## config.mk

```make
export PLATFORM = sky130hd
export DESIGN_NAME = tl_monitor
export DESIGN_NICKNAME = d
export VERILOG_FILES = /design/src/rtl/tl_monitor.sv
export SDC_FILE = /design/constraint.sdc
export NUM_CORES = 1
export LEC_CHECK = 0
export CORE_MARGIN = 2
export CORE_UTILIZATION = 58
export DETAILED_ROUTE_END_ITERATION = 7
export PLACE_DENSITY = 0.88
export SYNTH_ARGS = -nofsm -noshare
export SYNTH_HDL_FRONTEND = slang
export SYNTH_SLANG_ARGS = --single-unit
```

## constraint.sdc

```tcl
create_clock -name clk -period 4.6 [get_ports clk]
set_input_delay 0.92 -clock clk [delete_from_list [all_inputs] [get_ports clk]]
set_output_delay 0.92 -clock clk [all_outputs]
set_load 0.005 [all_outputs]
```

## src/rtl/tl_monitor.sv

```systemverilog
// Traffic-light sequence monitor: locks onto RED->YELLOW->GREEN->RED and flags order,
// encoding and dwell-time violations. Optional sticky error status under TL_MON_STICKY_EN.
module tl_monitor #(
    parameter int RED_CYC = 8,
    parameter int YEL_CYC = 4,
    parameter int GRN_CYC = 16,
    parameter int CNT_W   = 5,
    parameter int CYC_W   = 8
) (
    input  logic             clk,
    input  logic             reset_n,
    input  logic [1:0]       light,
`ifdef TL_MON_STICKY_EN
    input  logic             clr_err,
    output logic [2:0]       err_status,
`endif
    output logic             locked,
    output logic             err_seq,
    output logic             err_dwell,
    output logic             err_code,
    output logic [CYC_W-1:0] cycle_cnt
);

    localparam logic [1:0] C_RED = 2'b00;
    localparam logic [1:0] C_YEL = 2'b01;
    localparam logic [1:0] C_GRN = 2'b10;
    localparam logic [1:0] C_BAD = 2'b11;

    typedef enum logic {UNSYNC, LOCKED} state_e;

    state_e             state_q, state_d;
    logic [1:0]         light_q, light_d;
    logic               first_q, first_d;
    logic               ovr_q, ovr_d;
    logic [CNT_W-1:0]   dwell_q, dwell_d;
    logic [CYC_W-1:0]   cyc_q, cyc_d;
    logic               seq_q, seq_d;
    logic               dw_q, dw_d;
    logic               code_q, code_d;
    logic [CNT_W-1:0]   exp_len;
    logic               legal;

    always_comb begin
        case (light_q)
            C_RED:   exp_len = CNT_W'(RED_CYC);
            C_YEL:   exp_len = CNT_W'(YEL_CYC);
            C_GRN:   exp_len = CNT_W'(GRN_CYC);
            default: exp_len = '0;
        endcase
        legal = (light_q == C_RED && light == C_YEL) ||
                (light_q == C_YEL && light == C_GRN) ||
                (light_q == C_GRN && light == C_RED);
    end

    always_comb begin
        state_d = state_q;
        light_d = light_q;
        first_d = first_q;
        ovr_d   = ovr_q;
        dwell_d = dwell_q;
        cyc_d   = cyc_q;
        seq_d   = 1'b0;
        dw_d    = 1'b0;
        code_d  = 1'b0;
        if (light == C_BAD) begin
            // The sample following an illegal code has no trustworthy predecessor.
            code_d  = 1'b1;
            state_d = UNSYNC;
            ovr_d   = 1'b0;
            light_d = C_BAD;
            first_d = 1'b1;
        end else if (first_q) begin
            light_d = light;
            first_d = 1'b0;
        end else if (light != light_q) begin
            light_d = light;
            if (state_q == UNSYNC) begin
                if (legal) begin
                    state_d = LOCKED;
                    dwell_d = CNT_W'(1);
                    ovr_d   = 1'b0;
                end else begin
                    seq_d = 1'b1;
                end
            end else if (legal) begin
                if (!ovr_q && dwell_q != exp_len)
                    dw_d = 1'b1;
                dwell_d = CNT_W'(1);
                ovr_d   = 1'b0;
                if (light_q == C_GRN)
                    cyc_d = cyc_q + CYC_W'(1);
            end else begin
                seq_d   = 1'b1;
                state_d = UNSYNC;
                ovr_d   = 1'b0;
            end
        end else if (state_q == LOCKED) begin
            if (dwell_q != '1)
                dwell_d = dwell_q + CNT_W'(1);
            // Overstay is reported once, on the first sample past the required dwell.
            if (dwell_q == exp_len && !ovr_q) begin
                dw_d  = 1'b1;
                ovr_d = 1'b1;
            end
        end
    end

    always_ff @(posedge clk or negedge reset_n) begin
        if (!reset_n) begin
            state_q <= UNSYNC;
            light_q <= C_RED;
            first_q <= 1'b1;
            ovr_q   <= 1'b0;
            dwell_q <= '0;
            cyc_q   <= '0;
            seq_q   <= 1'b0;
            dw_q    <= 1'b0;
            code_q  <= 1'b0;
        end else begin
            state_q <= state_d;
            light_q <= light_d;
            first_q <= first_d;
            ovr_q   <= ovr_d;
            dwell_q <= dwell_d;
            cyc_q   <= cyc_d;
            seq_q   <= seq_d;
            dw_q    <= dw_d;
            code_q  <= code_d;
        end
    end

`ifdef TL_MON_STICKY_EN
    logic [2:0] stat_q, stat_d;

    // A new pulse wins over a simultaneous clear.
    always_comb begin
        stat_d = clr_err ? {code_d, dw_d, seq_d} : (stat_q | {code_d, dw_d, seq_d});
    end

    always_ff @(posedge clk or negedge reset_n) begin
        if (!reset_n) stat_q <= 3'b000;
        else          stat_q <= stat_d;
    end

    assign err_status = stat_q;
`endif

    assign locked    = (state_q == LOCKED);
    assign err_seq   = seq_q;
    assign err_dwell = dw_q;
    assign err_code  = code_q;
    assign cycle_cnt = cyc_q;

endmodule

```

==> metrics.md <==
| Metric | Value |
|---|---|
| CTS tree | `built` |
| Hold Crit Class | `reg2reg` |
| Async S/R FF share, synth | `1.00` |
| Mapped Area | `0.00127 mm2` |
| Skew final | `0.00149 ns` |
| Total core area | `0.00202 mm2` |
| XOR/XNOR Fraction of Synth Area | `0.0816` |
| Largest area contributor in the synthesized netlist | `sky130_fd_sc_hd__dfrtp_1` |
| Share of the synthesized area in the top cell type | `0.393` |
| Maximum vdd ir drop | `0.204 mV` |
| First-pass GRT wire length | `3950 um` |
| Via-to-Cell Ratio | `around 6.0` |
| Critical path class | `in2reg` |
| Share of synthesized cell area in full adder, half adder and majority cells | `0.0393` |
| Final Max Slew Viols | `0` |
| Post-place setup slack | `1.87 ns` |
| Final Routed Wirelength | `2290 um` |
| Layout Area Growth over Synthesis | `11.1%` |
| Detailed router's first-iteration violation count | `8` |
| Number of warnings reported in the yosys synthesis log | `0` |
| CP Data Required Time | `4.79 ns` |
| Number of clock sinks | `21` |
| Cell variety after synth | `46` |
| Total Power | `roughly 400 uW` |
| CTS Buffer Depth | `2` |
| Number of levels the H-tree was split into | `1` |
| Worst EP arrival | `2.62 ns` |
| Routability congestion estimate | `0.826` |
| Count of placed standard cells including taps | `150` |
| Proportion of synthesized area in mux cells | `0.0246` |
| GR Overflow Total | `0` |
| Relative slew margins | `0.391` |
| Count of antenna diodes in the layout | `0` |
| Routed wirelength normalized by instance count | `14.8 um` |
| Cell leakage power | `0.617 nW` |
| Number of global-route vias before repair | `908` |
| Met1 track demand over resource in global routing | `0.260` |
| Number of CTS-inserted buffers | `3` |
| Antenna Nets Post-Route | `0` |
| Highest achievable clock rate | `about 410 MHz` |
| Die Area | `between 0.002 and 0.003 mm2` |
| Maximum fanout encountered on the critical timing path | `13` |
| Root cell of the clock tree | `sky130_fd_sc_hd__clkbuf_4` |
| DR pass1 iterations | `6` |
| Top Ports | `16` |
| Effective utilization at floorplan | `0.629` |
| Portion of the post-synthesis area used by sequential elements | `0.414` |
| Critical Path Start Type | `input pin` |
| Cell count after synthesis | `117` |
| Hold-fix buffers at CTS | `0` |
| Number of gates given a new drive strength after cts | `0` |
| Number of synthesized register bits | `21` |
| Die span in x | `around 51 um` |
| Met3 layer usage reported by global route | `0.0409` |
| Post-route DRC | `0` |
| Max_cap viols | `0` |
| Layout cell share with drive strength beyond 1 | `0.102` |
| Run status | `completed` |
| Met2 global-route usage | `0.329` |
| Total number of vias | `927` |
| Mapped Nets | `125` |
| Synthesized area per cell | `10.9 um2` |
| Number of buffer cells added on primary ports | `15` |
| Leading post-synthesis cells by instance count | `sky130_fd_sc_hd__dfrtp_1, sky130_fd_sc_hd__nor2_1, sky130_fd_sc_hd__xnor2_1` |
| Die outline height | `50.8 um` |
| Filler Cell Count | `151` |
| Final-layout setup total negative slack | `0 ns` |
| Rows | `16` |
| Initial antenna violation count | `0` |
| Total Routing Usage GR | `0.200` |
| Top cells by area, synth | `sky130_fd_sc_hd__dfrtp_1, sky130_fd_sc_hd__xnor2_1, sky130_fd_sc_hd__ha_1, sky130_fd_sc_hd__buf_6, sky130_fd_sc_hd__nor2_1` |
| Smallest setup slack after layout | `2.17 ns` |
| Non-Filler Instances | `between 150 and 200` |
| CP Capture Type | `flip-flop` |
| Setup Fix Bufs, Post-CTS | `0` |
| Insertion delay to the later sink of the worst-skew pair | `0.29 ns` |
| Compound-cell area share of the yosys netlist | `0.162` |
| Share of the core filled with cells in the final layout | `0.699` |
| CTS clk-pin slew, worst paths | `~0.12 ns` |
| RSZ-0062 raised after global routing | `no` |
| Largest family of logic cells by synthesized area | `simple AND/OR/NAND/NOR gates` |
| Net count of the finished layout | `136` |
| Layer carrying the most global-route usage | `met2` |
| Cell with the most instances after synthesis | `sky130_fd_sc_hd__dfrtp_1` |
| Simple-gate share of the synthesized area | `0.211` |
| Post-route minimum period | `2.43 ns` |
| Hold Fails Final Rpt | `0` |
| Maximum number of pins on one net before global-route repair | `22` |
| Pwr per Cell Area | `283 mW/mm2` |
| Count of final setup violators | `0` |
| Primary flip-flop cell chosen by synthesis mapping | `sky130_fd_sc_hd__dfrtp_1` |
| Final worst-path cycle share | `0.528` |
| Detailed Place HPWL | `1740 um` |
| Transition at the pin with the smallest max-transition slack | `0.911 ns` |
| Number of enable-type register cells in the synthesized netlist | `0` |
where the power goes:
part	switching, mW	internal, mW	leakage (nW)
Sequential	0.0250	0.200	0.275
Combinational	0.0422	0.0468	0.324
Clock	0.0540	0.0323	0.0177
Total	0.121	0.279	0.617
through the flow:
stage | hold slack [ns] | cell area, um2
2_1_floorplan | 0.468 | 1270
3_3_place_gp | 0.461 | 1390
3_5_place_dp | 0.462 | 1390
4_1_cts | 0.483 | 1410
5_1_grt | 0.521 | 1410
6_report | 0.480 | 1410
state kept, by name (all words and copies together), names as in the netlist:
signal / count
first_q: 1
err_dwell: 1
dwell_q: 5
light_q: 2
cycle_cnt: 8
ovr_q: 1
locked: 1
err_code: 1
err_seq: 1
worst paths after layout:
check                      cells after the start  slack [ns]                     start                        to
hold / removal                                 1        0.48  cycle_cnt[7]$_DFFE_PN0P_  cycle_cnt[7]$_DFFE_PN0P_
max in group asynchronous                      1        2.92                   reset_n    dwell_q[2]$_DFFE_PN0P_
setup reg to reg                               7        2.69    dwell_q[1]$_DFFE_PN0P_    dwell_q[3]$_DFFE_PN0P_
min in group asynchronous                      1        1.13                   reset_n    light_q[0]$_DFFE_PN0P_
hold reg to reg                                1        0.48  cycle_cnt[7]$_DFFE_PN0P_  cycle_cnt[7]$_DFFE_PN0P_
setup / recovery                               5        2.17                  light[0]    dwell_q[4]$_DFFE_PN0P_
per-layer routing:
metal,part of all wire,vias to the layer above,routed length (um)
li1,-,448,-
met1,0.46,463,1040
met2,0.50,12,1140
met3,0.033,4,75
met4,0.013,0,30
met5,0,-,0
layout by cell type, fill, tap and decap left out, types with 3 or more instances in the layout:
cell type / instances
sky130_fd_sc_hd__a21oi_1: 3
sky130_fd_sc_hd__a22o_1: 3
sky130_fd_sc_hd__and3_1: 3
sky130_fd_sc_hd__clkbuf_4: 3
sky130_fd_sc_hd__clkdlybuf4s50_1: 15
sky130_fd_sc_hd__dfrtp_1: 20
sky130_fd_sc_hd__ha_1: 4
sky130_fd_sc_hd__inv_1: 4
sky130_fd_sc_hd__nand2b_1: 3
sky130_fd_sc_hd__nand4_1: 4
sky130_fd_sc_hd__nor2_1: 8
sky130_fd_sc_hd__nor2b_1: 3
sky130_fd_sc_hd__o21ai_0: 3
sky130_fd_sc_hd__o21bai_1: 3
sky130_fd_sc_hd__xnor2_1: 7
sky130_fd_sc_hd__xor2_1: 3
critical path: stages:
cell                              delay, ns
sky130_fd_sc_hd__clkdlybuf4s50_1       0.74
sky130_fd_sc_hd__xor2_1                0.25
sky130_fd_sc_hd__nor4_4                0.43
sky130_fd_sc_hd__a21oi_2               0.09
sky130_fd_sc_hd__a22o_1                0.19
logic make-up (layout without fill, tap and decap cells):
| group | after synthesis | in the layout |
|---|---|---|
| AOI/OAI and AO/OA | 26 | 26 |
| xor gates and xnor gates | 11 | 11 |
| adders and majority gates | 4 | 4 |
| buffers and inverters | 13 | 23 |
| DFF | 21 | 21 |
| muxes | 3 | 3 |
| and+or+nand+nor | 39 | 39 |
area by class of cell:
class | count | area (um2) | area share
multi-input combinational | 83 | 661 | 0.467
sequential | 21 | 527 | 0.373
timing repair buffer | 15 | 150 | 0.106
tap | 27 | 33.8 | 0.0239
clock buffer | 3 | 22.5 | 0.0159
inverter | 4 | 15.0 | 0.0106
clock inverter | 1 | 5.00 | 0.00354
No activity file was read; power rests on OpenSTA's default activity.
